File: src/rtl/sram_like_arbiter_pkg.sv
// Shared encodings for the SRAM-like port arbiter: FSM states, owner ids, access sizes.
// Pure declarations, no timing; no flow control.
package sram_like_arbiter_pkg;

    typedef enum logic [1:0] {
        ARB_IDLE = 2'd0,
        ARB_ADDR = 2'd1,
        ARB_DATA = 2'd2
    } arb_state_t;

    typedef enum logic [1:0] {
        OWN_NONE = 2'd0,
        OWN_INST = 2'd1,
        OWN_DATA = 2'd2
    } owner_t;

    localparam logic [1:0] SIZE_BYTE = 2'b00;
    localparam logic [1:0] SIZE_HALF = 2'b01;
    localparam logic [1:0] SIZE_WORD = 2'b10;

    function automatic logic size_legal(input logic [1:0] sz);
        return (sz == SIZE_BYTE) || (sz == SIZE_HALF) || (sz == SIZE_WORD);
    endfunction

endpackage

File: src/rtl/sram_like_arbiter_prio_pick.sv
// Priority pick between fetch and data requests: data first unless fetch is starved.
// Purely combinational, zero latency; no flow control of its own.
module sram_like_arbiter_prio_pick
    import sram_like_arbiter_pkg::*;
(
    input  logic   i_inst_req,
    input  logic   i_data_req,
    input  logic   i_starve,
    output owner_t o_grant
);

    always_comb begin
        o_grant = OWN_NONE;
        if (i_inst_req && (i_starve || !i_data_req)) begin
            o_grant = OWN_INST;
        end else if (i_data_req) begin
            o_grant = OWN_DATA;
        end
    end

endmodule

File: src/rtl/sram_like_arbiter.sv
// Shares one SRAM-like master port between fetch and data; one transaction in flight.
// Grant is combinational in IDLE (m_req same cycle); owner locked until m_data_ok.
module sram_like_arbiter
    import sram_like_arbiter_pkg::*;
#(
    parameter int ADDR_W       = 32,
    parameter int DATA_W       = 32,
    parameter int STARVE_LIMIT = 4
) (
    input  logic              cpu_clk_50M,
    input  logic              cpu_rst_n,
    input  logic              inst_req,
    input  logic [ADDR_W-1:0] inst_addr,
    output logic              inst_addr_ok,
    output logic              inst_data_ok,
    output logic [DATA_W-1:0] inst_rdata,
    input  logic              data_req,
    input  logic              data_wr,
    input  logic [1:0]        data_size,
    input  logic [ADDR_W-1:0] data_addr,
    input  logic [DATA_W-1:0] data_wdata,
    output logic              data_addr_ok,
    output logic              data_data_ok,
    output logic [DATA_W-1:0] data_rdata,
    output logic              m_req,
    output logic              m_wr,
    output logic [1:0]        m_size,
    output logic [ADDR_W-1:0] m_addr,
    output logic [DATA_W-1:0] m_wdata,
    input  logic              m_addr_ok,
    input  logic              m_data_ok,
    input  logic [DATA_W-1:0] m_rdata
);

    localparam int CNT_W = $clog2(STARVE_LIMIT + 1);

    arb_state_t         r_state;
    owner_t             r_owner;
    logic [CNT_W-1:0]   r_starve_cnt;

    owner_t             w_grant;
    owner_t             w_owner;
    logic               w_starve;
    logic               w_req;
    logic               w_wr;
    logic [1:0]         w_size;
    logic [ADDR_W-1:0]  w_addr;
    logic [DATA_W-1:0]  w_wdata;

    assign w_starve = (r_starve_cnt == CNT_W'(STARVE_LIMIT));

    sram_like_arbiter_prio_pick u_pick (
        .i_inst_req (inst_req),
        .i_data_req (data_req),
        .i_starve   (w_starve),
        .o_grant    (w_grant)
    );

    // Live grant in IDLE, frozen owner once the transaction has started.
    assign w_owner = (r_state == ARB_IDLE) ? w_grant : r_owner;

    always_ff @(posedge cpu_clk_50M or negedge cpu_rst_n) begin
        if (!cpu_rst_n) begin
            r_state      <= ARB_IDLE;
            r_owner      <= OWN_NONE;
            r_starve_cnt <= '0;
        end else begin
            case (r_state)
                ARB_IDLE: begin
                    if (w_grant != OWN_NONE) begin
                        r_owner <= w_grant;
                        r_state <= m_addr_ok ? ARB_DATA : ARB_ADDR;
                        if (w_grant == OWN_DATA && inst_req) begin
                            if (!w_starve) begin
                                r_starve_cnt <= r_starve_cnt + 1'b1;
                            end
                        end else begin
                            r_starve_cnt <= '0;
                        end
                    end
                end
                ARB_ADDR: begin
                    if (m_addr_ok) begin
                        r_state <= ARB_DATA;
                    end
                end
                ARB_DATA: begin
                    if (m_data_ok) begin
                        r_state <= ARB_IDLE;
                        r_owner <= OWN_NONE;
                    end
                end
                default: begin
                    r_state <= ARB_IDLE;
                    r_owner <= OWN_NONE;
                end
            endcase
        end
    end

    always_comb begin
        w_wr    = 1'b0;
        w_size  = '0;
        w_addr  = '0;
        w_wdata = '0;
        case (w_owner)
            OWN_INST: begin
                w_size = SIZE_WORD;
                w_addr = inst_addr;
            end
            OWN_DATA: begin
                w_wr    = data_wr;
                w_size  = data_size;
                w_addr  = data_addr;
                w_wdata = data_wdata;
            end
            default: ;
        endcase
        w_req = (r_state != ARB_DATA) && (w_owner != OWN_NONE);
    end

    // Everything is gated by reset so outputs are 0 while cpu_rst_n is low.
    assign m_req        = cpu_rst_n & w_req;
    assign m_wr         = cpu_rst_n & w_wr;
    assign m_size       = cpu_rst_n ? w_size  : '0;
    assign m_addr       = cpu_rst_n ? w_addr  : '0;
    assign m_wdata      = cpu_rst_n ? w_wdata : '0;
    assign inst_addr_ok = m_req && (w_owner == OWN_INST) && m_addr_ok;
    assign data_addr_ok = m_req && (w_owner == OWN_DATA) && m_addr_ok;
    assign inst_data_ok = cpu_rst_n && (r_state == ARB_DATA) && (r_owner == OWN_INST) && m_data_ok;
    assign data_data_ok = cpu_rst_n && (r_state == ARB_DATA) && (r_owner == OWN_DATA) && m_data_ok;
    assign inst_rdata   = cpu_rst_n ? m_rdata : '0;
    assign data_rdata   = cpu_rst_n ? m_rdata : '0;

    a_inst_hold: assert property (@(posedge cpu_clk_50M) disable iff (!cpu_rst_n)
        (r_state == ARB_ADDR && r_owner == OWN_INST) |-> inst_req);
    a_data_hold: assert property (@(posedge cpu_clk_50M) disable iff (!cpu_rst_n)
        (r_state == ARB_ADDR && r_owner == OWN_DATA) |-> data_req);
    a_data_size: assert property (@(posedge cpu_clk_50M) disable iff (!cpu_rst_n)
        data_req |-> size_legal(data_size));

endmodule
File: config.mk
export PLATFORM = sky130hd
export DESIGN_NAME = sram_like_arbiter
export DESIGN_NICKNAME = d
export VERILOG_FILES = /design/src/rtl/sram_like_arbiter_pkg.sv /design/src/rtl/sram_like_arbiter_prio_pick.sv /design/src/rtl/sram_like_arbiter.sv
export SDC_FILE = /design/constraint.sdc
export NUM_CORES = 1
export LEC_CHECK = 0
export CAP_MARGIN = 25
export CORE_AREA = 2 2 105 107
export DETAILED_ROUTE_END_ITERATION = 8
export DIE_AREA = 0 0 107 109
export PLACE_DENSITY = 0.72
export RECOVER_POWER = 50
export SKIP_CTS_REPAIR_TIMING = 1
export SLEW_MARGIN = 5
export SYNTH_ARGS = -nofsm -noshare
export SYNTH_HDL_FRONTEND = slang
export SYNTH_HIERARCHICAL = 1
export SYNTH_SLANG_ARGS = --single-unit
File: constraint.sdc
create_clock -name cpu_clk_50M -period 3.76 [get_ports cpu_clk_50M]
set_input_delay 0.752 -clock cpu_clk_50M [delete_from_list [all_inputs] [get_ports cpu_clk_50M]]
set_output_delay 0.752 -clock cpu_clk_50M [all_outputs]
set_load 0.005 [all_outputs]
==> flow_metrics.tcl, run 1 <==
set metrics [dict create \
    outcome "complete, no violations" \
    grt_max_degree 57 \
    cp-end-kind "output port" \
    post-place-ws_ns 0.008560 \
    cp.required_ns 3.01 \
    fillers 1010 \
    antenna_cells 0 \
    syn_inst 244 \
    ios 273 \
    yosysSeqAreaShare 0.1049 \
    core_sq_um 10600 \
    synth.avg_cell_area_sq_um 6.846 \
    synth_top_cell_by_area "a22oi_1" \
    area_growth_pct 172.2 \
    ys_ff_latch 7 \
    path_cells "inv_1 > ha_1 > nand2_1 > inv_1 > inv_1 > a21boi_4 > mux2i_4 > ha_1 > nand2_4 > clkbuf_16 > nor2_1 > clkdlybuf4s50_1" \
    irDropWorstVdd_uv 147.8 \
    critical_path_class "flip-flop to output port" \
    dp_hpwl_um 8090 \
    path_clk_slew_ns 0.04 \
    dr.pass1.iters 4 \
    clk_latency_ns 0.23 \
    nets 623 \
    root_buffer "clkbuf_8" \
    hold_viol_final 0 \
    initial_core_util 0.1575 \
    clock-skew-final_ns 0.005144 \
    ys.flop_type "dfrtp_1" \
    ys_top_cells_by_area "a22oi_1 14%, buf_4 14%, and3_1 13%" \
    worstPathArrival_ns 2.78 \
    dieArea_sq_um 11660 \
    ant_nets 0 \
    gr-usage-all-layers 0.1439 \
    die-width_um 107 \
    routedWlPerCell_um 16.58 \
    fp-row-count 38 \
    worst_slew_pin_slew_ns 0.6375 \
    grt_pass1_vias 2584 \
    antenna_found_initial 0 \
    path_buf_inv 5 \
    critPathLaunchType "flip-flop" \
    drv_slew 0 \
    layout-drive-gt1-share 0.06250 \
    initialDrtViolationCount 85 \
    worst_slack_ns 0.2233 \
    setup_viol 0 \
    crit_family "buffers and inverters" \
    drcViolationCount 0 \
    cts_tree "done" \
    crit_path_frequent_cell "inv_1" \
    cts.sinks 7 \
    synth_edf_count 0 \
    slowest_delay_ns 0.52 \
    routed_via_density 4.382 \
    fin_crit_sh 0.9406 \
    io_buffers 272 \
    path_max_fanout 8 \
    gp_congestion 0.8135 \
    crit_slowest_cell "clkdlybuf4s50_1" \
    syn-num-nets 386 \
    grt_pass1_wl_um 13270 \
    htreeDepth 1 \
    max_freq_mhz 282.7 \
    p_per_area_nw_per_um2 264.5 \
    leakagePower_nw 1.848 \
    cts_buffers 3 \
    syn_area_sq_um 1670 \
    overflow 0 \
    maxCapViolations 0 \
    synth_top_area_frac 0.1438 \
    vias 2717 \
    clockBufferDepth 2 \
    fin_setup_tns_ns 0 \
    synthDistinctLibCells 35 \
    slew_headroom 0.5750 \
    total_power_mw 1.203 \
    async_reset_ff_frac 1.000 \
    wirelength_um 10280 \
    dieHeight_um 109 \
    worst_hold_path_type "flip-flop to flip-flop" \
    yosys_warnings 6 \
    fin_crit_ns 3.537 \
]
==> worst register-to-register path: stages, from the launching register on <==
cell and delay [ns]:
dfrtp_1 0.37, inv_1 0.09, ha_1 0.17, nand2_1 0.09
inv_1 0.11, inv_1 0.09, a21boi_4 0.19, clkbuf_1 0.24
or2_1 0.20, and3_4 0.20, mux2i_1 0.18
==> per-stage QoR <==
step	instances	utilization	instance area (sq um)	hold slack, ns
2_1_floorplan	244	-	1670	0.4564
3_3_place_gp	611	0.4084	4330	0.5139
3_5_place_dp	611	0.4084	4330	0.5211
4_1_cts	615	0.4127	4375	0.5286
5_1_grt	620	0.4288	4547	0.5638
6_report	620	0.4288	4547	0.5271
==> cell usage in the layout (no fill, tap or decap), drive strengths merged <==
cell type        n
nand3b           1
o2111ai          1
nand2b           1
a21boi           2
nor3b            3
o211ai           2
a21oi            1
buf              9
nor2            35
inv              9
and3            37
a2bb2oi          2
clkdlybuf4s50  268
mux2i            4
clkbuf           9
ha               5
nor2b            2
nand4            1
nand4b           1
nand3            2
or2              1
dfrtp            7
o21ai            2
o32ai            1
nor3             1
a22oi           32
dlymetal6s2s     3
and2            32
o2bb2ai          1
nand2            5
==> cell families (layout without fill, tap and decap cells) <==
family	Yosys count	count (layout)	synth area share
compound gates	44	44	0.1970
fa+ha+maj	5	5	0.03745
buf+inv	62	298	0.2195
flops	7	7	0.1049
mux	4	4	0.02397
simple gates	122	122	0.4172
==> cell type report <==
cell class,instances,area (sq um),area share
repair buffers,285,2930,0.6445
multi-input cells,175,1187,0.2611
flip-flops and latches,7,175.2,0.03853
well taps,140,175.2,0.03853
clock buffers,4,45.04,0.009906
inverters,9,33.78,0.007430
==> Yosys cell counts, types with 2 or more instances <==
master / n
nor2_1: 34
and3_1: 36
dfrtp_1: 7
a22oi_1: 32
nand2_1: 5
o21ai_1: 2
mux2i_1: 4
o211ai_1: 2
nor3b_2: 3
buf_2: 11
a2bb2oi_1: 2
clkbuf_1: 10
inv_1: 8
buf_4: 32
and2_1: 32
ha_1: 5
==> layer usage <==
layer	up-vias	GRT usage	wire (um)
met4	0	0.03340	155
met2	174	0.2766	5481
met1	1244	0.1630	3852
met5	-	0	0
li1	1289	-	-
met3	10	0.02809	789
==> sequential cells by signal, indices dropped and copies added, names as in the netlist <==
name / cells
r_owner: 2
r_state: 2
r_starve_cnt: 3
==> power breakdown <==
part / total, mW / leakage [nW] / switching, mW / internal, mW
Clock: 0.107 / 0.0228 / 0.0334 / 0.0734
Combinational: 0.983 / 1.73 / 0.393 / 0.590
Sequential: 0.113 / 0.0909 / 0.0222 / 0.0912
Total: 1.20 / 1.85 / 0.448 / 0.755
==> worst paths after layout <==
check                                                  from                     endpoint  slack, ns  cells after the start
worst max-delay path            r_starve_cnt[0]$_DFFE_PN0P_                   m_addr[17]       0.22                     12
worst min-delay path            r_starve_cnt[2]$_DFFE_PN0P_  r_starve_cnt[2]$_DFFE_PN0P_       0.53                      1
worst max register to register  r_starve_cnt[0]$_DFFE_PN0P_  r_starve_cnt[1]$_DFFE_PN0P_       1.72                     10
worst min register to register  r_starve_cnt[2]$_DFFE_PN0P_  r_starve_cnt[2]$_DFFE_PN0P_       0.53                      1
max in group asynchronous                         cpu_rst_n       r_owner[1]$_DFFE_PN0P_       2.80                      1
min in group asynchronous                         cpu_rst_n       r_owner[0]$_DFFE_PN0P_       0.54                      1
Power figures use the tool's default switching activity.
==> run 2: changes to the inputs <==
SLEW_MARGIN = not set   (was 5)
==> results of run 2 <==
Same layout as run 1: the final DEF is identical, and so are final timing and power.
==> run 3: changes to the inputs <==
SKIP_LAST_GASP = 1   (was not set)
==> results of run 3 <==
Same layout as run 1: the final DEF is identical, and so are final timing and power.
